===== src/rtl/soc_run_monitor.sv =====
// soc_run_monitor
//   Run controller and write tracer that sits beside the SoC CPU. On a go
//   request it issues a one-cycle start pulse, counts run cycles until the
//   CPU reports finish or a programmable timeout expires, and records every
//   CPU memory write issued during the run into a first-word-fall-through
//   trace FIFO.
//
//   Optional feature macro: TRACE_FILTER_EN
//     defined   : adds trace_lo/trace_hi; only writes with
//                 trace_lo <= mem_addr <= trace_hi (unsigned) are traced.
//     undefined : no filter ports; every write during a run is traced.
//
// Ports
//   clk, rst_b            clock (rising edge), asynchronous active-low reset
//   go                    run request, level-sampled in IDLE/DONE
//   timeout_cycles        run-cycle limit, 0 = unlimited
//   cpu_start             registered one-cycle start pulse to the CPU
//   cpu_finish            CPU halted
//   mem_write/addr/wdata  CPU memory write port being traced
//   trace_lo/trace_hi     address window (TRACE_FILTER_EN only)
//   busy, done, timeout   run status (START/RUN, DONE, ended by timeout)
//   cycles                RUN cycles counted, saturating
//   trace_rd              pop the trace head
//   trace_valid/addr/data head entry (show-ahead, zero when empty)
//   trace_count           entries held
//   trace_overflow        sticky: a write was dropped on a full FIFO
module soc_run_monitor #(
  parameter int DATA_W      = 16,
  parameter int ADDR_W      = 16,
  parameter int CNT_W       = 16,
  parameter int TRACE_DEPTH = 8
) (
  input  logic                         clk,
  input  logic                         rst_b,
  input  logic                         go,
  input  logic [CNT_W-1:0]             timeout_cycles,
  output logic                         cpu_start,
  input  logic                         cpu_finish,
  input  logic                         mem_write,
  input  logic [ADDR_W-1:0]            mem_addr,
  input  logic [DATA_W-1:0]            mem_wdata,
`ifdef TRACE_FILTER_EN
  input  logic [ADDR_W-1:0]            trace_lo,
  input  logic [ADDR_W-1:0]            trace_hi,
`endif
  output logic                         busy,
  output logic                         done,
  output logic                         timeout,
  output logic [CNT_W-1:0]             cycles,
  input  logic                         trace_rd,
  output logic                         trace_valid,
  output logic [ADDR_W-1:0]            trace_addr,
  output logic [DATA_W-1:0]            trace_data,
  output logic [$clog2(TRACE_DEPTH):0] trace_count,
  output logic                         trace_overflow
);

  localparam int PTR_W = $clog2(TRACE_DEPTH);
  localparam int CW    = PTR_W + 1;

  typedef enum logic [1:0] {S_IDLE, S_START, S_RUN, S_DONE} state_t;

  state_t            state;
  logic [PTR_W-1:0]  wr_ptr, rd_ptr;
  logic [ADDR_W-1:0] addr_mem [TRACE_DEPTH];
  logic [DATA_W-1:0] data_mem [TRACE_DEPTH];

  logic              addr_ok, clear, push_req, pop_req, full, do_push;
  logic [CNT_W:0]    cycles_inc;

  function automatic logic [CNT_W-1:0] sat_inc(input logic [CNT_W-1:0] v);
    return (&v) ? v : v + CNT_W'(1);
  endfunction

  always_comb begin
`ifdef TRACE_FILTER_EN
    addr_ok = (mem_addr >= trace_lo) && (mem_addr <= trace_hi);
`else
    addr_ok = 1'b1;
`endif
    clear      = go && ((state == S_IDLE) || (state == S_DONE));
    push_req   = mem_write && busy && addr_ok;
    pop_req    = trace_rd && (trace_count != '0);
    full       = (trace_count == CW'(TRACE_DEPTH));
    // A full FIFO still accepts a push when the head leaves on the same edge.
    do_push    = push_req && (!full || pop_req);
    // One bit wider so the timeout compare never sees a wrapped count.
    cycles_inc = {1'b0, cycles} + (CNT_W+1)'(1);
  end

  // Run controller; status outputs are registered alongside the state.
  always_ff @(posedge clk or negedge rst_b) begin
    if (!rst_b) begin
      state     <= S_IDLE;
      cpu_start <= 1'b0;
      busy      <= 1'b0;
      done      <= 1'b0;
      timeout   <= 1'b0;
      cycles    <= '0;
    end else begin
      case (state)
        S_IDLE, S_DONE: begin
          if (go) begin
            state     <= S_START;
            cpu_start <= 1'b1;
            busy      <= 1'b1;
            done      <= 1'b0;
            timeout   <= 1'b0;
            cycles    <= '0;
          end
        end
        S_START: begin
          state     <= S_RUN;
          cpu_start <= 1'b0;
        end
        S_RUN: begin
          if (cpu_finish) begin
            state <= S_DONE;
            busy  <= 1'b0;
            done  <= 1'b1;
          end else begin
            cycles <= sat_inc(cycles);
            if ((timeout_cycles != '0) && (cycles_inc == {1'b0, timeout_cycles})) begin
              state   <= S_DONE;
              busy    <= 1'b0;
              done    <= 1'b1;
              timeout <= 1'b1;
            end
          end
        end
        default: state <= S_IDLE;
      endcase
    end
  end

  // Trace FIFO control: pointers, occupancy and sticky overflow.
  always_ff @(posedge clk or negedge rst_b) begin
    if (!rst_b) begin
      wr_ptr         <= '0;
      rd_ptr         <= '0;
      trace_count    <= '0;
      trace_overflow <= 1'b0;
    end else if (clear) begin
      wr_ptr         <= '0;
      rd_ptr         <= '0;
      trace_count    <= '0;
      trace_overflow <= 1'b0;
    end else begin
      if (push_req && full && !pop_req)
        trace_overflow <= 1'b1;
      if (do_push)
        wr_ptr <= wr_ptr + PTR_W'(1);
      if (pop_req)
        rd_ptr <= rd_ptr + PTR_W'(1);
      case ({do_push, pop_req})
        2'b10:   trace_count <= trace_count + CW'(1);
        2'b01:   trace_count <= trace_count - CW'(1);
        default: trace_count <= trace_count;
      endcase
    end
  end

  // Trace storage; contents are only visible through the occupancy-gated head.
  always_ff @(posedge clk) begin
    if (do_push && !clear) begin
      addr_mem[wr_ptr] <= mem_addr;
      data_mem[wr_ptr] <= mem_wdata;
    end
  end

  always_comb begin
    trace_valid = (trace_count != '0);
    trace_addr  = trace_valid ? addr_mem[rd_ptr] : '0;
    trace_data  = trace_valid ? data_mem[rd_ptr] : '0;
  end

endmodule


===== config.mk =====
export PLATFORM = sky130hd
export DESIGN_NAME = soc_run_monitor
export DESIGN_NICKNAME = d
export VERILOG_FILES = /design/src/rtl/soc_run_monitor.sv
export SDC_FILE = /design/constraint.sdc
export NUM_CORES = 1
export LEC_CHECK = 0
export ABC_AREA = 1
export CAP_MARGIN = 15
export CORE_UTILIZATION = 65
export DETAILED_ROUTE_END_ITERATION = 16
export DONT_BUFFER_PORTS = 1
export HOLD_SLACK_MARGIN = 0.08
export PLACE_DENSITY = 0.9
export RECOVER_POWER = 50
export SLEW_MARGIN = 20
export SYNTH_ARGS = -nofsm -noshare
export SYNTH_HDL_FRONTEND = slang
export SYNTH_SLANG_ARGS = --single-unit

===== constraint.sdc =====
create_clock -name clk -period 5.85 [get_ports clk]
set_clock_uncertainty 0.2 [all_clocks]
set_input_delay 0.585 -clock clk [delete_from_list [all_inputs] [get_ports clk]]
set_output_delay 0.585 -clock clk [all_outputs]
set_load 0.02 [all_outputs]

# After elaboration in Yosys (flattened, before gate mapping)
# Memories as Yosys holds them, arrays and structs flattened.
# Index checks and enable logic that the tools add are counted.
dict set report word_totals {
  memories 2
  out_inout_bits 58
  reg_bits 33
  mem_bits_rw 256
}
dict set report classes {
  muxes 31
  n_reduce_logical 29
  add_sub_neg 6
  eq_ne 12
}
# name depth width read_ports rd_clocked_by_memory_dff wr line_no
set mem_list {}
lappend mem_list {addr_mem 8 16 1 0 1 65} ;# logic [ADDR_W-1:0] addr_mem [TRACE_DEPTH];
lappend mem_list {data_mem 8 16 1 0 1 66} ;# logic [DATA_W-1:0] data_mem [TRACE_DEPTH];
# operator n
set ops {}
lappend ops {{$mux 16} 5}
lappend ops {{$pmux 16 s2} 1}
lappend ops {{$add 16x1->17 const B} 1}
lappend ops {{$eq 17x16->1} 1}
lappend ops {{$add 16x1->16 const B} 1}
lappend ops {{$reduce_and 16->1} 1}
lappend ops {{$reduce_bool 16->1} 1}
lappend ops {{$mux 3} 4}
lappend ops {{$mux 1} 11}
lappend ops {{$reduce_bool 2->1} 5}
lappend ops {{$logic_and 1x1->1} 8}
lappend ops {{$ne 2x2->1 const B} 4}
lappend ops {{$pmux 1 s2} 4}
lappend ops {{$pmux 4 s2} 1}
lappend ops {{$reduce_and 4->1} 2}
lappend ops {{$add 3x1->3 const B} 2}
lappend ops {{$eq 2x2->1 const B} 3}
lappend ops {{$mux 2} 3}
lappend ops {{$pmux 2 s3} 1}
lappend ops {{$add 4x1->4 const B} 1}
lappend ops {{$eq 2x1->1 const B} 2}
lappend ops {{$eq 4x4->1 const B} 1}
lappend ops {{$mux 4} 1}
lappend ops {{$reduce_and 2->1} 2}
lappend ops {{9 further kinds} 12}

# Logic depth before layout (Yosys ltp)
dict set report logic_depth {
  depth_word 7
  ltp_mapped 16
  mapped_depth_nobuf 16
}

# Worst setup path after synthesis
# No wires, ideal clock.
dict set report synth_timing {
  kind {register to register}
  from {reg trace_count[0]}
  to {mem addr_mem[0][0], enable pin}
  path_stages_with_launch 11
  arrival_time_ns 2.879
  synth_period_minus_slack_ns 3.500
  n_path_buf 0
  slack_ns 2.350
  path_cell_list {dfrtp_1 nor2_1 nand3_1 nand2_2 nand4_1 inv_1 nor2_1 inv_1 nor2_1 nand2_1 nor2_1}
}
dict set report synth_via {
  elab_chain_cells 7
  word_cells_on_any_way 9
  classes_between {eq/ne: 1; mux: 2; reduce/logical: 6}
}
# item line_no
set synth_lines {}
lappend synth_lines {{start, declared} 54} ;# output logic [$clog2(TRACE_DEPTH):0] trace_count,
lappend synth_lines {{start signal, assigned} 156} ;# 2'b10: trace_count <= trace_count + CW'(1);
lappend synth_lines {{start signal, assigned} 157} ;# 2'b01: trace_count <= trace_count - CW'(1);
lappend synth_lines {{start signal, assigned} 158} ;# default: trace_count <= trace_count;
lappend synth_lines {{$eq 4x4->1 or $reduce_bool 4->1 (tied branches)} {84, 83}}
lappend synth_lines {{$logic_not 1->1 or $logic_and 1x1->1 (tied branches)} {86, 83}}
lappend synth_lines {{$logic_or 1x1->1 (*)} 86} ;# do_push = push_req && (!full || pop_req);
lappend synth_lines {{$logic_and 1x1->1 (*)} 86}
lappend synth_lines {{$logic_and 1x1->1 (*)} 165} ;# if (do_push && !clear) begin
lappend synth_lines {{$mux 1 (*)} 165}
lappend synth_lines {{$mux 1 (implied by the code) (*)} 166} ;# addr_mem[wr_ptr] <= mem_addr;
lappend synth_lines {{end, declared} 65}
# Every way passes the cells marked *; elsewhere a longest branch is shown, timed or not.

# Worst setup path after layout
dict set report layout_timing {
  from {reg rd_ptr[0]}
  to {out trace_addr[15]}
}
dict set report layout_via {
  elab_chain_cells 2
}
# item line_no
set layout_lines {}
lappend layout_lines {{start, declared} 64} ;# logic [PTR_W-1:0] wr_ptr, rd_ptr;
lappend layout_lines {{start signal, assigned} 154} ;# rd_ptr <= rd_ptr + PTR_W'(1);
lappend layout_lines {{$mem_v2 8x16} n/a}
lappend layout_lines {{$mux 16} 173} ;# trace_addr = trace_valid ? addr_mem[rd_ptr] : '0;
lappend layout_lines {{end, declared} 52} ;# output logic [ADDR_W-1:0] trace_addr,
# No other way between the ends.

==> results.md <==
- Power share of the combinational group: 0.323
- Die width: 139 microns
- Fin cells: 1370
- Synthesized flop and latch total: 289
- Root Driver: clkbuf_16
- Final setup TNS: 0 ns
- Most frequent CP cell: o21ai_0
- Vias in the first global route: 8863
- Vias per cell: 6.51
- Worst slack at placement: 2.46 ns
- Vias post-DR: 8923
- Top Metal Used: met4
- Critical Path, Cell by Cell: clkinv_2 -> buf_4 -> o21ai_0 -> o22ai_1 -> o21ai_0 -> a31oi_1
- Sw Ratio: 0.386
- GRT overflow: 0
- # DRC: 0
- Top_reg_cell synth: edfxtp_1
- Share of layout cells above drive strength 1: 0.0781
- Site Rows: 49
- HP Class: in2reg
- Die Area: 0.0194 sq mm
- Crit path launch type: flip-flop
- Post-synthesis instance area: 0.0123 sq mm
- Required @ worst endpoint: 5.07 ns
- Port buffer count: 0
- IO Pins: 112
- Net Sw Power: 2.58 mW
- Internal power: 4.10 mW
- Util after Layout: 0.761
- Wl on met1: 10700 microns
- CTS Buffer Depth: 3
- Hold Crit Start: cpu_finish
- Cell count of the worst reg-to-reg path: 10
- Crit path DAT: 3.35 ns
- RSZ-0062 raised after global routing: no
- Worst-case vdd ir drop: 399 uV
- Final Worst Setup Slack: 1.72 ns
- Clock transition at path regs: 0.06 ns
- Initial antenna violation count: 1
- Synth area leader: edfxtp_1
- Met3 routed WL: 3040 microns
- First-pass GRT wire length: 46500 microns
- Max Slew Vio Count: 34
- HPWL after DPL: 15500 microns
- Final setup viols: 0
- Worst r2r dst: data_mem[0][5]
- H-tree Lvls: 1
- Sequential power share: 0.394
- Max Freq: 242 MHz
- Final hold vios: 0
- Setup repair bufs after CTS: 0
- Routed WL: 29600 microns
- 1st-iter DRT viols: 1101
- CP Class: reg2out
- NumNets Final: 1181
- FF-to-FF setup slack: 2.38 ns
- Syn-to-layout area delta: 13.0%
- Failing checks: capacitance limit, slew limit
- Final Cycle Share: 0.707
- Status: finished, violations left
- Met2 wire length: 14900 microns
- CTS tree: yes
- Gpl congestion: 0.891
- Count of clock tree sinks: 289
- Synth Instances: 1097
- Post-synth ARST share: 0.114
- Yosys warning count: 0
- WL/cell: 21.6 microns
- Initial DRT Pass Iterations: 5
- Post-synthesis sequential area ratio: 0.694
- Synth top cells by count: edfxtp_1, nor2_1, o21ai_0
- Hold endpoint: state[1]
- Largest net degree at the start of global routing: 89
- Num CTS Buffers: 28
- Actual slew at the worst max-slew pin: 1.90 ns
- Pwr per Cell Area: 482 mW/mm^2
- Leading cell type by number of instances after synthesis: edfxtp_1
- Crit-path slowest cell: dfrtp_4
- Clock share of power: 0.283
- CP max stage delay: 0.79 ns
- Routed Antenna Nets: 0
- MaxCap Viol Count: 1
- Post-synth cell types: 34
- RR Startpoint: trace_count[0]
- Placed Cells: 1282
- Post-synth EDFFs: 256
- Critical path capture point type: output port
- DIE HEIGHT: 139 microns
- Share of the synthesized area in the top cell type: 0.627
- Post-route minimum period: 4.13 ns
- Syn_nets: 1160
- Initial Util: 0.674
- Worst-Skew Late Latency: 0.53 ns
- Hold_ws: 0.145 ns
- GR Util All Layers: 0.310
- Top cells by area, synth: edfxtp_1, nor2_1, o21ai_0
- Relative slew slack: -0.269
- Syn Area/Cell: 11.2 sq um
- Worst Path Max Fanout: 88
- Hold path cells: 4
- Leak: 4.88 nW
- Core ar.: 0.0182 sq mm
[cell type report]
class	count	area, sq um
Fill cell	994	4350
Timing Repair Buffer	44	477
Antenna cell	1	2.50
Inverter	62	236
Multi-Input combinational cell	693	3370
Clock inverter	20	230
Sequential cell	289	8520
Clock buffer	32	737
Tap cell	229	287
[per-layer routing]
metal / vias to the layer above / track usage
met5: - / 0
met4: 0 / 0.129
met3: 98 / 0.0561
met2: 620 / 0.518
met1: 4279 / 0.404
li1: 3926 / -
[power by group through the flow]
stage,registers [mW],logic [mW],clock network [mW]
2_1_floorplan,2.56,1.61,0
3_3_place_gp,2.66,1.91,0
3_5_place_dp,2.67,2.00,0
4_1_cts,2.62,2.09,1.88
5_1_grt,2.65,2.36,1.96
6_report,2.63,2.16,1.89
[critical path: cells and delay by family (launching register included)]
kind	cells	cell delay [ns]
AOI/OAI and AO/OA	4	1.19
DFF	1	0.79
buffers and inverters	2	0.80
[flip-flops by register name, summed over array words and instances, names as in the netlist]
name	cells
addr_mem	128
busy	1
cpu_start	1
cycles	16
data_mem	128
done	1
rd_ptr	3
state	2
timeout	1
trace_count	4
trace_overflow	1
wr_ptr	3
[cell families after synthesis]
group,after synthesis,share of synthesized area
fa+ha+maj,9,0.00979
buf+inv,115,0.0357
xor+xnor,7,0.00612
flops,289,0.694
compound gates,259,0.114
simple gates,418,0.140
[what timing repair did]
action,4_1_cts,5_1_grt
gates resized for setup,0,0
hold buffers,34,0
hold endpoints to repair,289,0
[through the flow]
stage	power [mW]	area (sq um)
after floorplan	4.17	12300
after global placement	4.57	12500
after detailed placement	4.67	12500
after CTS	6.60	13800
after global routing	6.97	13900
final	6.67	13900
[how the worst max path moves through the flow]
| stage | endpoint | cells after the start | slack [ns] | startpoint |
|---|---|---|---|---|
| 5_1_grt | trace_addr[15] | 6 | 1.54 | rd_ptr[0] |
| 3_5_place_dp | trace_addr[13] | 5 | 2.46 | rd_ptr[0] |
| 3_3_place_gp | trace_addr[15] | 6 | 2.56 | rd_ptr[0] |
| 2_1_floorplan | addr_mem[0][0] | 10 | 2.35 | trace_count[0] |
| 4_1_cts | trace_addr[15] | 6 | 1.80 | rd_ptr[0] |
| 6_report | trace_addr[15] | 6 | 1.72 | rd_ptr[0] |
[layout by cell type, fill, tap and decap left out, types with 2 or more instances in the layout]
| cell type | instances |
|---|---|
| clkbuf_16 | 29 |
| nor2_2 | 7 |
| nand3_1 | 33 |
| xnor2_1 | 2 |
| clkinv_1 | 7 |
| nand2_2 | 5 |
| inv_1 | 55 |
| buf_4 | 6 |
| nor2_1 | 235 |
| nand4_1 | 6 |
| clkinv_4 | 2 |
| o21ai_1 | 10 |
| o22ai_1 | 38 |
| edfxtp_1 | 256 |
| inv_2 | 5 |
| bufinv_16 | 5 |
| clkinv_2 | 4 |
| nand2_1 | 113 |
| dfrtp_1 | 31 |
| a21oi_1 | 8 |
| a211oi_1 | 3 |
| nor2_4 | 12 |
| ha_1 | 8 |
| dlygate4sd3_1 | 33 |
| a31oi_1 | 32 |
| buf_16 | 3 |
| o21ai_0 | 166 |
| nand3_2 | 2 |
| xor2_1 | 4 |
| clkbuf_1 | 4 |
(Power assumes the default switching activity.)
